--- src/rtl/calc_sequencer.sv ---
// Keypad calculator sequencer: collects two operands and an operator, then captures the datapath result.
// Optional macro CALC_CHAIN_EN lets an operator pressed on a shown result start a new calculation from it.
module calc_sequencer (
  input  logic        IN_clk,
  input  logic        IN_reset,
  input  logic        IN_digit_valid,
  input  logic [3:0]  IN_digit,
  input  logic        IN_op_valid,
  input  logic [2:0]  IN_op_code,
  input  logic        IN_equals,
  input  logic        IN_clear,
  input  logic [31:0] IN_answer,
  input  logic        IN_is_negative,
  output logic [15:0] OUT_num1,
  output logic [15:0] OUT_num2,
  output logic [2:0]  OUT_operation_code,
  output logic [31:0] OUT_display,
  output logic        OUT_display_negative,
  output logic [1:0]  OUT_state,
  output logic        OUT_entry_error
);

  localparam logic [1:0] S_NUM1   = 2'd0;
  localparam logic [1:0] S_NUM2   = 2'd1;
  localparam logic [1:0] S_CALC   = 2'd2;
  localparam logic [1:0] S_RESULT = 2'd3;

  logic [1:0]  state;
  logic [15:0] num1;
  logic [15:0] num2;
  logic [2:0]  op;
  logic [31:0] result;
  logic        sign;
  logic        entry_error;
  logic        num2_has_digit;

  // Input strobes are single-cycle pulses with no back-pressure: each is consumed
  // (or dropped by priority clear > equals > operator > digit) on the edge it is seen.
  logic [15:0] entry;
  logic [19:0] entry_next;
  logic        digit_ok;
  logic        op_onehot;

  assign entry      = (state == S_NUM2) ? num2 : num1;
  assign entry_next = ({4'b0, entry} * 20'd10) + {16'b0, IN_digit};
  assign digit_ok   = (IN_digit <= 4'd9) && (entry_next <= 20'd65535);
  assign op_onehot  = (IN_op_code == 3'b001) || (IN_op_code == 3'b010) ||
                      (IN_op_code == 3'b100);

  always_ff @(posedge IN_clk) begin
    if (IN_reset || IN_clear) begin
      state          <= S_NUM1;
      num1           <= 16'd0;
      num2           <= 16'd0;
      op             <= 3'b000;
      result         <= 32'd0;
      sign           <= 1'b0;
      entry_error    <= 1'b0;
      num2_has_digit <= 1'b0;
    end else begin
      entry_error <= 1'b0;
      if (state == S_CALC) begin
        result <= IN_answer;
        sign   <= IN_is_negative;
        state  <= S_RESULT;
      end else if (IN_equals) begin
        if (state == S_NUM2) state <= S_CALC;
      end else if (IN_op_valid) begin
        if (!op_onehot) begin
          entry_error <= 1'b1;
        end else begin
          case (state)
            S_NUM1: begin
              op             <= IN_op_code;
              num2           <= 16'd0;
              num2_has_digit <= 1'b0;
              state          <= S_NUM2;
            end
            S_NUM2: begin
              if (!num2_has_digit) op <= IN_op_code;
            end
            S_RESULT: begin
`ifdef CALC_CHAIN_EN
              if (!sign && (result <= 32'd65535)) begin
                num1           <= result[15:0];
                op             <= IN_op_code;
                num2           <= 16'd0;
                num2_has_digit <= 1'b0;
                state          <= S_NUM2;
              end else begin
                entry_error <= 1'b1;
              end
`else
              entry_error <= 1'b0;
`endif
            end
            default: ;
          endcase
        end
      end else if (IN_digit_valid) begin
        case (state)
          S_NUM1: begin
            if (digit_ok) num1 <= entry_next[15:0];
            else          entry_error <= 1'b1;
          end
          S_NUM2: begin
            if (digit_ok) begin
              num2           <= entry_next[15:0];
              num2_has_digit <= 1'b1;
            end else begin
              entry_error <= 1'b1;
            end
          end
          S_RESULT: begin
            // A digit on a shown result starts a fresh calculation.
            num1           <= (IN_digit <= 4'd9) ? {12'd0, IN_digit} : 16'd0;
            entry_error    <= (IN_digit > 4'd9);
            num2           <= 16'd0;
            op             <= 3'b000;
            result         <= 32'd0;
            sign           <= 1'b0;
            num2_has_digit <= 1'b0;
            state          <= S_NUM1;
          end
          default: ;
        endcase
      end
    end
  end

  always_comb begin
    OUT_display          = 32'd0;
    OUT_display_negative = 1'b0;
    case (state)
      S_NUM1:   OUT_display = {16'd0, num1};
      S_NUM2,
      S_CALC:   OUT_display = {16'd0, num2};
      default: begin
        OUT_display          = result;
        OUT_display_negative = sign;
      end
    endcase
  end

  assign OUT_num1           = num1;
  assign OUT_num2           = num2;
  assign OUT_operation_code = op;
  assign OUT_state          = state;
  assign OUT_entry_error    = entry_error;

endmodule

--- config.mk ---
export PLATFORM = sky130hd
export DESIGN_NAME = calc_sequencer
export DESIGN_NICKNAME = d
export VERILOG_FILES = /design/src/rtl/calc_sequencer.sv
export SDC_FILE = /design/constraint.sdc
export NUM_CORES = 1
export LEC_CHECK = 0
export CORE_MARGIN = 2
export CORE_UTILIZATION = 50
export CTS_CLUSTER_DIAMETER = 50
export CTS_CLUSTER_SIZE = 8
export DETAILED_ROUTE_END_ITERATION = 6
export GPL_TIMING_DRIVEN = 0
export MAX_ROUTING_LAYER = met4
export PLACE_DENSITY = 0.83
export SLEW_MARGIN = 20
export SYNTH_ARGS = -nofsm -noshare
export SYNTH_HDL_FRONTEND = slang
export SYNTH_SLANG_ARGS = --single-unit
--- constraint.sdc ---
create_clock -name IN_clk -period 6.85 [get_ports IN_clk]
set_clock_uncertainty 0.2 [all_clocks]
set_input_delay 0.685 -clock IN_clk [delete_from_list [all_inputs] [get_ports IN_clk]]
set_output_delay 0.685 -clock IN_clk [all_outputs]
set_load 0.1 [all_outputs]
==> flow_summary.ini <==
[power]
total_power_uw = 853.6
vdd.ir_drop.worst_mv = 0.1013
power_density_nw_per_um2 = 135.5
leakagePower_nw = 2.339

[logic_synthesis]
main_combinational_cell_family_by_area_after_synthesis = compound AO/OA/AOI/OAI gates
synth_common_cells = dfxtp_1 (72), nor2_1 (65), nand2_1 (53)
synth.lib_cells_used.distinct = 56
synth_top_cell_by_area = dfxtp_1
synth.area.top_cells = dfxtp_1 (30%), a22oi_1 (7.7%), ha_1 (7.1%)
synth-seq-cells = 72
ys_seq_area_share_pct = 30.21
synthDominantCellAreaShare_pct = 30.21
synth-simple-area-share_pct = 21.92
mappedNetlistArea_um2 = 4771
postSynthCellCount = 578
synth-async-reset-ratio_pct = 0
synthesis.nets = 653
yosys.cell_count.top_type = dfxtp_1
fraction_of_the_mapped_netlist_area_in_adder_cells_pct = 7.920
synth_mux_area_share_pct = 3.986
synthXorXnorAreaFrac_pct = 6.242
synth.avg_cell_area_um2 = 8.254
synth_compound_area_share_pct = 24.81
synth-edff-count = 0
synth.yosys.warnings = 0
synth_top_flop_cell = dfxtp_1

[timing]
finalWorstSetupSlack_ns = 0.2689
clock.fmax_ghz = 0.1519
relSlewSlack_pct = 31.61
report.final.slew_viol_count = 0
timing.final.hold_violations = 0
worst_slew_pin_slew_ns = 1.023
timing.final.setup_violations = 0
timing.final.crit_share_pct = 96.07
rsz0062_at_grt = no
fin_tns_setup_ns = 0
timing.final.crit_period_ns = 6.581
fin_hold_ws_ns = 0.2695

[clock_tree]
resized_cells_post_cts = 0
clk_root_buffer_cell = clkbuf_8
clk_pin_slew_worst_paths_ns = 0.08
clock_latency_ns = 0.37
cts_htree_levels = 3
hold_buffers = 0
cts-buffers-inserted = 9
max-clock-path-buffers = 2
cts.repair_timing.setup_buffer_count = 0
cts.sinks = 72
tritoncts = yes

[worst_setup_path]
worst_path_most_repeated_cell = ha_1
timing.critical_path.arrival_ns = 6.69
timing_worst_setup_path_type = reg -> reg
crit_chain = inv_1 -> ha_1 -> clkbuf_1 -> buf_1 -> mux2_2 -> ha_1 -> ha_1 -> fa_1 -> a21o_1 -> a221oi_1 -> nor2_1 -> xnor2_1 -> nor4_4 -> nand4_1 -> mux2i_1 -> nand4b_1 -> nor3b_2 -> buf_4 -> a22o_1
cp.required_ns = 6.96
worstPathMaxFanout = 10
crit_path_end_kind = register
timing.critical_path.from_type = register
cp_max_delay_cell = buf_1
cpPeakStageDelay_ns = 0.65

[hold_path]
hold_path_class = reg -> reg

[place]
dpl-instance-area_um2 = 6093
detailedPlace.worstSlack_ns = 0.4915
hpwl_detailed_um = 11590
gp_congestion = 0.9702
buffer_ports.inserted = 116

[floorplanning]
floorplan.io_pins = 117
floorplan.core_area_um2 = 9240
std_cell_rows = 35
design.die.area_um2 = 10340
fp.dieW_um = 101.7
floorplan.initialDensity_pct = 51.63
die_height_um = 101.7

[global_route]
grt_overflow = 0
total_routing_resource_utilization_after_global_routing_pct = 30.21
number_of_antenna_violations_at_the_first_check_in_global_routing = 0
pin_count_of_the_biggest_net_entering_global_routing = 15
grt_pass1_vias = 4725
wire_length_of_the_first_global_routing_pass_um = 23660

[layout]
regArea_um2 = 1441
synthToLayoutAreaGrowth_pct = 32.00
post-route-cell-area_um2 = 6297
multiInputGateArea_um2 = 3095
fillCellCount = 753
diodes = 0
layout-drive-gt1-share_pct = 7.324
nNetsFinal = 780

[detailed_routing]
first_iter_violations = 516
via_per_inst = 5.926
detail-route-antenna-nets = 0
routed-via-count = 4972
routed_wirelength_um = 15360
drc_errors_left = 0
drt_first_pass_iters = 7
post_drt_wl_per_cell_um = 18.30

[flow_run]
cap_violations = 0

[outcome]
status = finished, final reports clean
-- worst max-delay path, delay by kind of cell (launching register included) --
| family | cells | cell delay [ns] |
|---|---|---|
| flops | 1 | 0.35 |
| fa+ha+maj | 4 | 1.17 |
| compound gates | 3 | 0.85 |
| mux | 2 | 0.71 |
| xor+xnor | 1 | 0.25 |
| simple gates | 5 | 1.39 |
| buf+inv | 4 | 1.59 |
-- state kept, by name, summed over array words and instances (netlist names) --
signal and flops:
OUT_num1 16, OUT_operation_code 3, num2_has_digit 1, OUT_state 2, sign 1, OUT_num2 16, result 32, OUT_entry_error 1
-- worst paths after layout --
kind	to	from	slack, ns	cells after the start
worst max-delay path	OUT_num2[3]$_SDFFE_PP0P_	OUT_state[1]$_SDFFE_PP0P_	0.27	19
worst max register to register	OUT_num2[3]$_SDFFE_PP0P_	OUT_state[1]$_SDFFE_PP0P_	0.27	19
worst min-delay path	num2_has_digit$_SDFFE_PP0P_	num2_has_digit$_SDFFE_PP0P_	0.27	1
worst min register to register	num2_has_digit$_SDFFE_PP0P_	num2_has_digit$_SDFFE_PP0P_	0.27	1
-- cells in the final DEF (no fill, tap or decap), types with 3 or more instances in the layout --
| cell type | instances |
|---|---|
| a211o_1 | 4 |
| a21o_1 | 6 |
| a21oi_1 | 19 |
| a22o_1 | 8 |
| a22oi_1 | 49 |
| a31oi_1 | 3 |
| and2_1 | 18 |
| buf_1 | 5 |
| buf_2 | 4 |
| clkbuf_1 | 33 |
| clkbuf_8 | 9 |
| clkdlybuf4s50_1 | 116 |
| dfxtp_1 | 72 |
| ha_1 | 27 |
| inv_1 | 14 |
| mux2_2 | 8 |
| mux2i_1 | 10 |
| nand2_1 | 53 |
| nand2b_1 | 4 |
| nand3_1 | 28 |
| nand4_1 | 6 |
| nand4b_1 | 3 |
| nor2_1 | 65 |
| nor2b_1 | 5 |
| nor3_1 | 4 |
| o211ai_1 | 5 |
| o21a_1 | 3 |
| o21ai_0 | 30 |
| o21ai_1 | 9 |
| o2bb2ai_2 | 8 |
| o41ai_1 | 8 |
| xnor2_1 | 16 |
| xor2_1 | 18 |
-- through the flow --
| step | instances | utilization [%] |
|---|---|---|
| after floorplan | 578 | - |
| after global placement | 823 | 65.94 |
| after detailed placement | 823 | 65.94 |
| after CTS | 839 | 68.15 |
| after global routing | 839 | 68.15 |
| final | 839 | 68.15 |
-- layer usage --
metal	vias up	track usage (%)	wire length [µm]
met3	45	4.279	1073
met2	248	48.99	7471
li1	2339	-	-
met5	-	-	0
met4	0	12.37	439
met1	2340	37.66	6370
-- layout make-up --
cell class,count,share of cell area (%)
Sequential cell,72,22.89
Clock buffer,9,1.967
Multi-Input combinational cell,448,49.16
Inverter,14,0.8345
Buffer,44,2.881
Clock inverter,7,1.272
Tap cell,129,2.563
Timing Repair Buffer,116,18.44
-- where the power goes --
group / leakage (nW) / internal, mW / switching (mW)
Clock: 0.102 / 0.172 / 0.184
Combinational: 1.66 / 0.0349 / 0.0430
Sequential: 0.580 / 0.419 / 0.000688
Total: 2.34 / 0.626 / 0.227
-- kinds of logic after synthesis --
| group | after synthesis |
|---|---|
| AO/OA/AOI/OAI | 163 |
| AND/OR/NAND/NOR | 204 |
| flip-flops | 72 |
| multiplexers | 18 |
| adder cells (fa/ha/maj) | 29 |
| XOR/XNOR | 34 |
| buffers and inverters | 58 |
No activity file was read; power rests on OpenSTA's default activity.
